`src/rtl/flit_sender_pkg.sv`:
```
// Shared flit layout, opcode and sizing definitions for the flit sender and its FIFO.
// Positions marked _OFS are relative to PayloadWidth (the header sits above the payload).
package flit_sender_pkg;

    localparam int DEF_PAYLOAD_WIDTH = 32;
    localparam int DEF_LG_NUMPROCS   = 3;
    localparam int fifo_lg_size      = 4;

    // Header field widths; they sum to FLIT_HDR_W with the valid bit on top.
    localparam int OP_W      = 5;
    localparam int TAG_W     = 8;
    localparam int CONTEXT_W = 8;
    localparam int RANK_W    = 12;
    localparam int SRC_W     = 8;
    localparam int DST_W     = 8;
    localparam int FLIT_HDR_W = OP_W + TAG_W + CONTEXT_W + RANK_W + SRC_W + DST_W + 1;

    localparam int OP_OFS      = 0;
    localparam int TAG_OFS     = OP_OFS + OP_W;
    localparam int CONTEXT_OFS = TAG_OFS + TAG_W;
    localparam int RANK_OFS    = CONTEXT_OFS + CONTEXT_W;
    localparam int SRC_OFS     = RANK_OFS + RANK_W;
    localparam int DST_OFS     = SRC_OFS + SRC_W;
    localparam int VALID_OFS   = DST_OFS + DST_W;

    localparam int FlitWidth     = DEF_PAYLOAD_WIDTH + FLIT_HDR_W;
    localparam int ValidBitPos   = FlitWidth - 1;
    localparam int ChildrenPos   = FlitWidth;
    localparam int ChildrenWidth = DEF_LG_NUMPROCS;

    typedef enum logic [OP_W-1:0] {
        OP_NOP       = 5'd0,
        OP_BCAST     = 5'd1,
        OP_REDUCE    = 5'd2,
        OP_ALLREDUCE = 5'd3,
        OP_BARRIER   = 5'd4,
        OP_SCATTER   = 5'd5,
        OP_GATHER    = 5'd6,
        OP_ALLGATHER = 5'd7,
        OP_P2P_SEND  = 5'd8,
        OP_P2P_ACK   = 5'd9
    } flit_op_e;

    typedef struct packed {
        logic                 valid;
        logic [DST_W-1:0]     dst;
        logic [SRC_W-1:0]     src;
        logic [RANK_W-1:0]    rank;
        logic [CONTEXT_W-1:0] context_id;
        logic [TAG_W-1:0]     tag;
        logic [OP_W-1:0]      op;
    } flit_hdr_t;

    typedef enum logic {
        IDLE = 1'b0,
        PEND = 1'b1
    } rd_state_e;

    function automatic int flit_width(input int payload_width);
        return payload_width + FLIT_HDR_W;
    endfunction

    function automatic int valid_bit_pos(input int payload_width);
        return payload_width + VALID_OFS;
    endfunction

endpackage

```
`src/rtl/flit_sender_credit_counter.sv`:
```
// Downstream credit tracker: one credit reserved per issued read, returned by credit_in
// pulses or by discarded bubbles; saturates at MaxCredits with a sticky overflow flag.
module credit_counter #(
    parameter int MaxCredits  = 16,
    parameter int CreditWidth = 5
) (
    input  logic                   clk,
    input  logic                   rst,
    input  logic                   issue,
    input  logic                   credit_in,
    input  logic                   bubble_return,
    output logic [CreditWidth-1:0] credit_cnt,
    output logic                   credit_overflow
);

    localparam int SumWidth = CreditWidth + 2;
    localparam logic [SumWidth-1:0] MaxExt = SumWidth'(MaxCredits);

    logic [SumWidth-1:0] next_sum;

    // Two guard bits keep the +2 / -1 arithmetic from wrapping before the clamp check;
    // issue only happens with a nonzero count so the sum never goes negative.
    always_comb begin
        next_sum = {2'b00, credit_cnt}
                 - SumWidth'(issue)
                 + SumWidth'(credit_in)
                 + SumWidth'(bubble_return);
    end

    always_ff @(posedge clk) begin
        if (rst) begin
            credit_cnt      <= CreditWidth'(MaxCredits);
            credit_overflow <= 1'b0;
        end else if (next_sum > MaxExt) begin
            credit_cnt      <= CreditWidth'(MaxCredits);
            credit_overflow <= 1'b1;
        end else begin
            credit_cnt      <= next_sum[CreditWidth-1:0];
        end
    end

endmodule

```
`src/rtl/flit_sender.sv`:
```
// Drains the input flit FIFO onto the outbound link under credit flow control, dropping bubbles.
// Optional statistics counters are built when FLIT_SENDER_STATS_EN is defined.
module flit_sender
    import flit_sender_pkg::*;
#(
    parameter int lg_numprocs  = 3,
    parameter int PayloadWidth = 32,
    parameter int MaxCredits   = 16,
    parameter int CreditWidth  = 5,
    localparam int FlitW       = PayloadWidth + FLIT_HDR_W,
    localparam int WordW       = FlitW + lg_numprocs
) (
    input  logic                   clk,
    input  logic                   rst,
    input  logic                   link_en,
    input  logic                   fifo_empty,
    input  logic [WordW-1:0]       fifo_buf_out,
    output logic                   fifo_rd_en,
    input  logic                   credit_in,
    output logic [FlitW-1:0]       flit_out,
    output logic [lg_numprocs-1:0] children_out,
    output logic                   flit_valid,
    output logic [CreditWidth-1:0] credit_cnt,
    output logic                   credit_overflow,
    output logic [15:0]            sent_cnt,
    output logic [15:0]            drop_cnt
);

    localparam int VBit = FlitW - 1;

    rd_state_e state;
    logic      rd_pending;
    logic      word_valid;
    logic      bubble_return;

    assign rd_pending    = (state == PEND);
    assign word_valid    = fifo_buf_out[VBit];
    assign bubble_return = rd_pending && !word_valid;

    assign fifo_rd_en = link_en && !fifo_empty && (credit_cnt != '0) && !rst;

    // State tracks whether last cycle issued a read, i.e. whether fifo_buf_out is fresh now.
    always_ff @(posedge clk) begin
        if (rst) begin
            state        <= IDLE;
            flit_out     <= '0;
            children_out <= '0;
            flit_valid   <= 1'b0;
        end else begin
            flit_valid <= 1'b0;
            case (state)
                IDLE: begin
                    if (fifo_rd_en) state <= PEND;
                end
                PEND: begin
                    if (word_valid) begin
                        flit_out     <= fifo_buf_out[FlitW-1:0];
                        children_out <= fifo_buf_out[WordW-1:FlitW];
                        flit_valid   <= 1'b1;
                    end
                    if (!fifo_rd_en) state <= IDLE;
                end
                default: state <= IDLE;
            endcase
        end
    end

    credit_counter #(
        .MaxCredits (MaxCredits),
        .CreditWidth(CreditWidth)
    ) u_credit_counter (
        .clk            (clk),
        .rst            (rst),
        .issue          (fifo_rd_en),
        .credit_in      (credit_in),
        .bubble_return  (bubble_return),
        .credit_cnt     (credit_cnt),
        .credit_overflow(credit_overflow)
    );

`ifdef FLIT_SENDER_STATS_EN
    always_ff @(posedge clk) begin
        if (rst) begin
            sent_cnt <= '0;
            drop_cnt <= '0;
        end else begin
            if (flit_valid)    sent_cnt <= sent_cnt + 16'd1;
            if (bubble_return) drop_cnt <= drop_cnt + 16'd1;
        end
    end
`else
    assign sent_cnt = '0;
    assign drop_cnt = '0;
`endif

endmodule

```
`config.mk`:
```
export PLATFORM = sky130hd
export DESIGN_NAME = flit_sender
export DESIGN_NICKNAME = d
export VERILOG_FILES = /design/src/rtl/flit_sender_pkg.sv /design/src/rtl/flit_sender_credit_counter.sv /design/src/rtl/flit_sender.sv
export SDC_FILE = /design/constraint.sdc
export NUM_CORES = 1
export LEC_CHECK = 0
export ABC_AREA = 1
export CAP_MARGIN = 20
export CORE_UTILIZATION = 36
export CTS_CLUSTER_DIAMETER = 50
export DETAILED_ROUTE_END_ITERATION = 10
export GPL_TIMING_DRIVEN = 0
export PLACE_DENSITY = 0.81
export SYNTH_ARGS = -nofsm -noshare
export SYNTH_HDL_FRONTEND = slang
export SYNTH_HIERARCHICAL = 1
export SYNTH_SLANG_ARGS = --single-unit
```
`constraint.sdc`:
```
create_clock -name clk -period 2.28 [get_ports clk]
set_input_delay 0.228 -clock clk [delete_from_list [all_inputs] [get_ports clk]]
set_output_delay 0.228 -clock clk [all_outputs]
set_load 0.005 [all_outputs]
```
==> impl_metrics.csv, run 1 <==
group,metric,value,unit
die,placementRows,38,
final_layout,regArea,0.00188,mm^2
setup_path,crit_chain,"clkdlybuf4s50_1, nor3b_4, nand2_2, inv_2, ha_4, fa_2, inv_2, nand3_1, nor2_2, nand2_1, nand2_1, nand2_1, nand2_2, nand3_4, nor2_2",
timing,setup_violations,7,
die,die_w,109,um
timing,finalWorstSetupSlack,-0.119,ns
detailed_routing,drt_iter0_markers,254,
final_layout,fin_util,61.7,%
setup_path,cp.arrival,2.67,ns
setup_path,crit_path_top_delay_cell,"clkdlybuf4s50_1",
yosys,synth_compound_area_share,11.4,%
setup_path,rr_endpoint,"u_credit_counter/credit_cnt[2]",
final_layout,fin_area,0.00678,mm^2
final_layout,fin_nets,846,
die,die_h,109,um
power,p_int,0.00282,W
global_route,grt_pass1_wl,17.9,mm
yosys,ys_seq_elements,93,
detailed_routing,firstDrtPassIters,5,
global_route,overflow,0,
final_layout,final_cell_count_no_fill,897,
yosys,synth_xor_area_share,0,%
final_layout,syn_to_final_growth,64.3,%
setup_path,rr_startpoint,"u_credit_counter/credit_cnt[2]",
setup_path,cp-start-kind,"primary input",
clock_network,h-tree-depth,3,
clock_network,cts-buffers-inserted,9,
power,power.density,557,mW/mm^2
timing,slew_viol_final,0,
placed_design,placed_area,0.00627,mm^2
yosys,netlist_area,0.00413,mm^2
outcome,outcome,"finished, violations left",
hold_path,min_path_cells,3,
detailed_routing,wl_per_cell,13.8,um
power,seq_power_share,44.9,%
run,drv_cap,0,
setup_path,path_class,"in -> reg",
clock_network,clk_latency,0.33,ns
power,switchingPower,0.000954,W
clock_network,path_clk_slew,0.07,ns
placed_design,hpwlAfterDp,8.85,mm
die,start_util,37.6,%
timing,clock.fmax,0.417,GHz
detailed_routing,drc,0,
hold_path,holdCritStartpoint,"rst",
setup_path,ff2ff_path_depth,15,
final_layout,n_antenna_cell,0,
yosys,synth_cell_types,22,
power,max-vdd-ir-drop,0.000295,V
setup_path,cp_max_fo,4,
timing,finalHoldViolations,0,
power,p_leak,2.59,nW
detailed_routing,wirelength,12.4,mm
power,pwr-share-clk,37.2,%
final_layout,fillCellCount,942,
detailed_routing,vias_per_cell,4.67,
clock_network,clockRootBuffer,"clkbuf_16",
global_route,grt_max_degree,20,
hold_path,hp-class,"in -> reg",
clock_network,cts_hold_buf,0,
final_layout,drive_gt1_share,20.9,%
placed_design,placedCellCount,862,
die,pin_count,215,
yosys,synthSimpleGateAreaFrac,26.4,%
clock_network,ctsLongestPathBuffers,2,
clock_network,cts.sinks,93,
global_route,grt_pass1_vias,3914,
final_layout,mostFrequentLayoutCells,"clkdlybuf4s50_1 (179), nand2_1 (101), dfxtp_1 (89)",
global_route,grt_usage,19.1,%
detailed_routing,ant_nets,0,
placed_design,place_congestion,0.809,
placed_design,port_buffers,181,
die,die_area,0.0119,mm^2
setup_path,cp.required,2.55,ns
clock_network,cts_tree,"done",
timing,fin_crit,2.40,ns
yosys,synth_mux_area_share,0,%
timing,fin_setup_tns,-0.645,ns
yosys,ys_warn_count,6,
power,swShare,25.3,%
hold_path,hold-path-endpoint,"u_credit_counter/credit_cnt[4]",
timing,rsz0062_at_grt,"yes",
global_route,antenna_found_initial,0,
detailed_routing,vias,4193,
timing,fin_skew,0.00615,ns
die,coreArea,0.0110,mm^2
setup_path,path_common_cell,"nand2_1",
timing,fin_crit_sh,105,%
setup_path,critPathCaptureType,"register",
timing,holdWs,0.345,ns
yosys,synth_cells,510,
power,p_comb_share,17.9,%
final_layout,multi_input_area,0.00184,mm^2
setup_path,cpPeakStageDelay,0.46,ns
yosys,ys_seq_area_share,45.1,%
yosys,synth_fa_ha_area_share,1.39,%
setup_path,r2r_setup_slack,-0.10,ns
final_layout,layout_commonest_cell,"clkdlybuf4s50_1",
yosys,syn_avg_cell_area,8.09,um^2
yosys,synth_top_family_by_area,"simple AND/OR/NAND/NOR gates",
outcome,violations,"setup timing",
cells by family (layout without fill, tap and decap cells):
logic type                 count (synthesis)  in the layout
and+or+nand+nor                          231            231
AOI/OAI and AO/OA                         86             86
DFF                                       93             93
other                                      1             32
adders and majority gates                  4              4
buffers and inverters                     95            311
worst max-delay path, delay by kind of cell:
kind / cells / cell delay, ns
buffers and inverters: 3 / 0.66
and+or+nand+nor: 10 / 1.20
adders and majority gates: 2 / 0.58
area by class of cell:
cell class / instances / area share, %
Tap cell: 140 / 2.58
Sequential cell: 93 / 27.7
Clock inverter: 6 / 0.646
Inverter: 24 / 1.37
Timing Repair Buffer: 202 / 29.1
Multi-Input combinational cell: 353 / 27.1
Buffer: 69 / 8.03
Clock buffer: 10 / 3.52
layer usage:
layer  vias to the layer above  global-route usage [%]  part of all wire [%]  routed length [um]
met3                         8                    5.20                   8.2                1020
li1                       2093                       -                     -                   -
met4                         0                    5.41                  0.90                 111
met1                      1931                    21.0                    39                4800
met2                       161                    35.5                    52                6440
met5                         -                       0                     0                   0
registers in the layout (all words and copies together), names as in the netlist:
register                          cells
flit_out                             82
u_credit_counter/credit_cnt           5
flit_valid                            1
u_credit_counter/credit_overflow      1
children_out                          3
rd_pending                            1
through the flow:
step	worst slack [ns]	power, W
6_report	-0.119	0.00378
5_1_grt	-0.213	0.00395
4_1_cts	0.00178	0.00379
3_5_place_dp	-0.665	0.00235
3_3_place_gp	-0.622	0.00233
2_1_floorplan	0.0223	0.00204
worst max-delay path by stage:
stage,to,cells after the start,slack [ns],start
detailed placement,u_credit_counter/credit_cnt[3],16,-0.66,rst
global route,u_credit_counter/credit_cnt[2],15,-0.21,u_credit_counter/credit_cnt[2]
global placement,u_credit_counter/credit_overflow,17,-0.62,rst
floorplan,u_credit_counter/credit_overflow,16,0.02,rst
finish,u_credit_counter/credit_cnt[2],15,-0.12,link_en
CTS,u_credit_counter/credit_cnt[3],14,0.002,u_credit_counter/credit_cnt[4]
power groups by stage:
| stage | clock, W | combinational [W] | sequential (W) |
|---|---|---|---|
| after detailed placement | 0 | 0.000612 | 0.00174 |
| final | 0.00140 | 0.000676 | 0.00170 |
| after global placement | 0 | 0.000600 | 0.00173 |
| after floorplan | 0 | 0.000304 | 0.00174 |
| after global routing | 0.00152 | 0.000734 | 0.00170 |
| after CTS | 0.00145 | 0.000640 | 0.00169 |
cells in the mapped netlist:
master	instances	area, um^2
a21oi_1	75	375
a21oi_2	11	96.3
buf_2	12	60.1
buf_4	35	263
buf_6	14	158
buf_8	3	45.0
clkbuf_1	7	26.3
conb_1	1	3.75
dfxtp_1	93	1860
fa_1	1	20.0
ha_1	3	37.5
inv_1	23	86.3
inv_2	1	3.75
nand2_1	103	387
nand2_2	13	81.3
nand2_4	1	11.3
nand3_1	86	430
nand3_2	9	90.1
nand4_1	3	18.8
nor2_1	14	52.6
nor2_4	1	11.3
nor3b_1	1	7.51
what timing repair did:
action / in CTS / in global routing
setup buffers: 18 / 3
setup endpoints to repair: 6 / 7
pin swaps: 7 / 19
resized for setup: 14 / 19
Power figures use the tool's default switching activity.
==> run 2, diff against run 1 <==
--- a/config.mk
+++ b/config.mk
@@ -7,6 +7,7 @@
 export LEC_CHECK = 0
 export ABC_AREA = 1
 export CAP_MARGIN = 20
+export CORE_MARGIN = 3
 export CORE_UTILIZATION = 36
 export CTS_CLUSTER_DIAMETER = 50
 export DETAILED_ROUTE_END_ITERATION = 10
==> run 2 against run 1 <==
Critical endpoint is now u_credit_counter/credit_cnt[3]. Non-clock buffer count grew 6. The run still ends with setup timing left. Sequential power is essentially flat. Clock-buffer cell count grew 1. Critical path depth grew 1. Sequential cell count is the same. Wire length grew 4.9%.
==> impl_metrics.csv, run 2 (synthesis gave the netlist of run 1 again) <==
group,metric,value,unit
outcome,outcome,"finished, violations left",
outcome,violations,"setup timing",
global_route,antenna_found_initial,0,
timing,slew_viol_final,0,
global_route,grt_pass1_wl,19.8,mm
clock_network,cts_hold_buf,0,
final_layout,fin_area,0.00688,mm^2
timing,finalWorstSetupSlack,-0.120,ns
final_layout,fin_nets,852,
setup_path,r2r_setup_slack,-0.12,ns
final_layout,largest_register_ffs,82,
global_route,grt_usage,18.7,%
final_layout,syn_to_final_growth,66.6,%
global_route,grt_max_degree,16,
detailed_routing,firstDrtPassIters,5,
clock_network,path_clk_slew,0.07,ns
detailed_routing,ant_nets,0,
setup_path,cp_max_fo,4,
placed_design,pre_cts_slack,-0.713,ns
clock_network,cts.sinks,93,
run,drv_cap,0,
detailed_routing,drt_iter0_markers,204,
clock_network,ctsLongestPathBuffers,2,
final_layout,top_regs,"flit_out: 82 flops, u_credit_counter/credit_cnt: 5 flops, children_out: 3 flops",
final_layout,drive_gt1_share,22.1,%
clock_network,clk_latency,0.33,ns
die,die_h,113,um
setup_path,critPathCaptureType,"register",
placed_design,placed_area,0.00627,mm^2
timing,fin_crit,2.40,ns
setup_path,path_class,"reg -> reg",
timing,fin_skew,0.00538,ns
final_layout,n_antenna_cell,0,
clock_network,cts-buffers-inserted,9,
placed_design,port_buffers,181,
placed_design,hpwlAfterDp,9.39,mm
die,die_w,113,um
detailed_routing,vias_per_cell,4.70,
setup_path,cp.arrival,2.62,ns
global_route,grt_pass1_vias,4148,
final_layout,top_register,"flit_out",
power,max-vdd-ir-drop,0.000328,V
setup_path,cp.required,2.51,ns
clock_network,h-tree-depth,3,
clock_network,clockRootBuffer,"clkbuf_16",
final_layout,fillCellCount,947,
hold_path,hp-class,"in -> reg",
global_route,overflow,0,
timing,finalHoldViolations,0,
placed_design,place_congestion,0.889,
final_layout,layout_commonest_cell,"clkdlybuf4s50_1",
detailed_routing,vias,4242,
timing,fin_crit_sh,105,%
timing,clock.fmax,0.417,GHz
timing,setup_violations,7,
die,placementRows,38,
die,die_area,0.0128,mm^2
die,pin_count,215,
timing,fin_setup_tns,-0.579,ns
die,start_util,37.4,%
power,p_leak,2.65,nW
timing,rsz0062_at_grt,"yes",
setup_path,cp-start-kind,"register",
final_layout,mostFrequentLayoutCells,"clkdlybuf4s50_1 (178), nand2_1 (97), dfxtp_1 (89)",
detailed_routing,wl_per_cell,14.4,um
detailed_routing,wirelength,13.0,mm
power,power.density,568,mW/mm^2
clock_network,cts_tree,"done",
detailed_routing,drc,0,
die,coreArea,0.0110,mm^2
## run 2: critical path, stage by stage, from the launching register on
cell     delay, ns
dfxtp_4       0.36
nor2_2        0.09
nand3_1       0.10
nand2_2       0.10
inv_2         0.06
ha_4          0.25
fa_2          0.38
inv_2         0.10
ha_4          0.16
buf_4         0.11
nand3_2       0.07
nor2_1        0.12
nand2_1       0.08
nand2_2       0.10
nand2_4       0.08
nand3_4       0.10
nor2_2        0.05
## run 2: metal layers
layer  wire, um  part of all wire, %  track usage [%]  up-vias
met2       6620                   51             34.1      181
met3        993                  7.7             5.88       22
met4        269                  2.1             4.57        0
met5          0                    0                0        -
li1           -                    -                -     2106
met1       5090                   39             21.3     1933
## run 2: final timing paths
check             cells past startpoint                      startpoint                              to
setup reg to reg                     16  u_credit_counter/credit_cnt[1]  u_credit_counter/credit_cnt[3]
hold / removal                        4                fifo_buf_out[81]                    flit_out[71]
hold reg to reg                       2                    flit_out[72]                    flit_out[72]
setup / recovery                     16  u_credit_counter/credit_cnt[1]  u_credit_counter/credit_cnt[3]
## run 2: cell type report
cell class	instances	area [um^2]	area share, %
Sequential cell	93	1880	27.3
Inverter	24	92.6	1.35
Buffer	70	558	8.11
Clock buffer	11	243	3.53
Timing Repair Buffer	207	2010	29.2
Tap cell	140	175	2.55
Multi-Input combinational cell	353	1860	27.1
Clock inverter	5	60.1	0.873
## run 2: timing repair
action | CTS | global route
setup buffers | 17 | 9
gates resized for setup | 10 | 31
pin swaps | 6 | 22
endpoints found under the setup margin | 6 | 7
## run 2: where the power goes
part / switching (W) / total (W) / leakage, nW / internal [W]
Combinational: 0.000317 / 0.000711 / 1.74 / 0.000394
Clock: 0.000620 / 0.00150 / 0.146 / 0.000883
Sequential: 0.0000272 / 0.00170 / 0.755 / 0.00167
## run 2: metrics by stage
stage	cells	power, W	utilization [%]	hold slack [ns]
5_1_grt	903	0.00409	62.3	0.399
4_1_cts	894	0.00388	60.8	0.329
6_report	903	0.00391	62.3	0.395
2_1_floorplan	541	0.00204	-	0.363
3_5_place_dp	862	0.00235	56.8	0.450
3_3_place_gp	862	0.00233	56.8	0.436
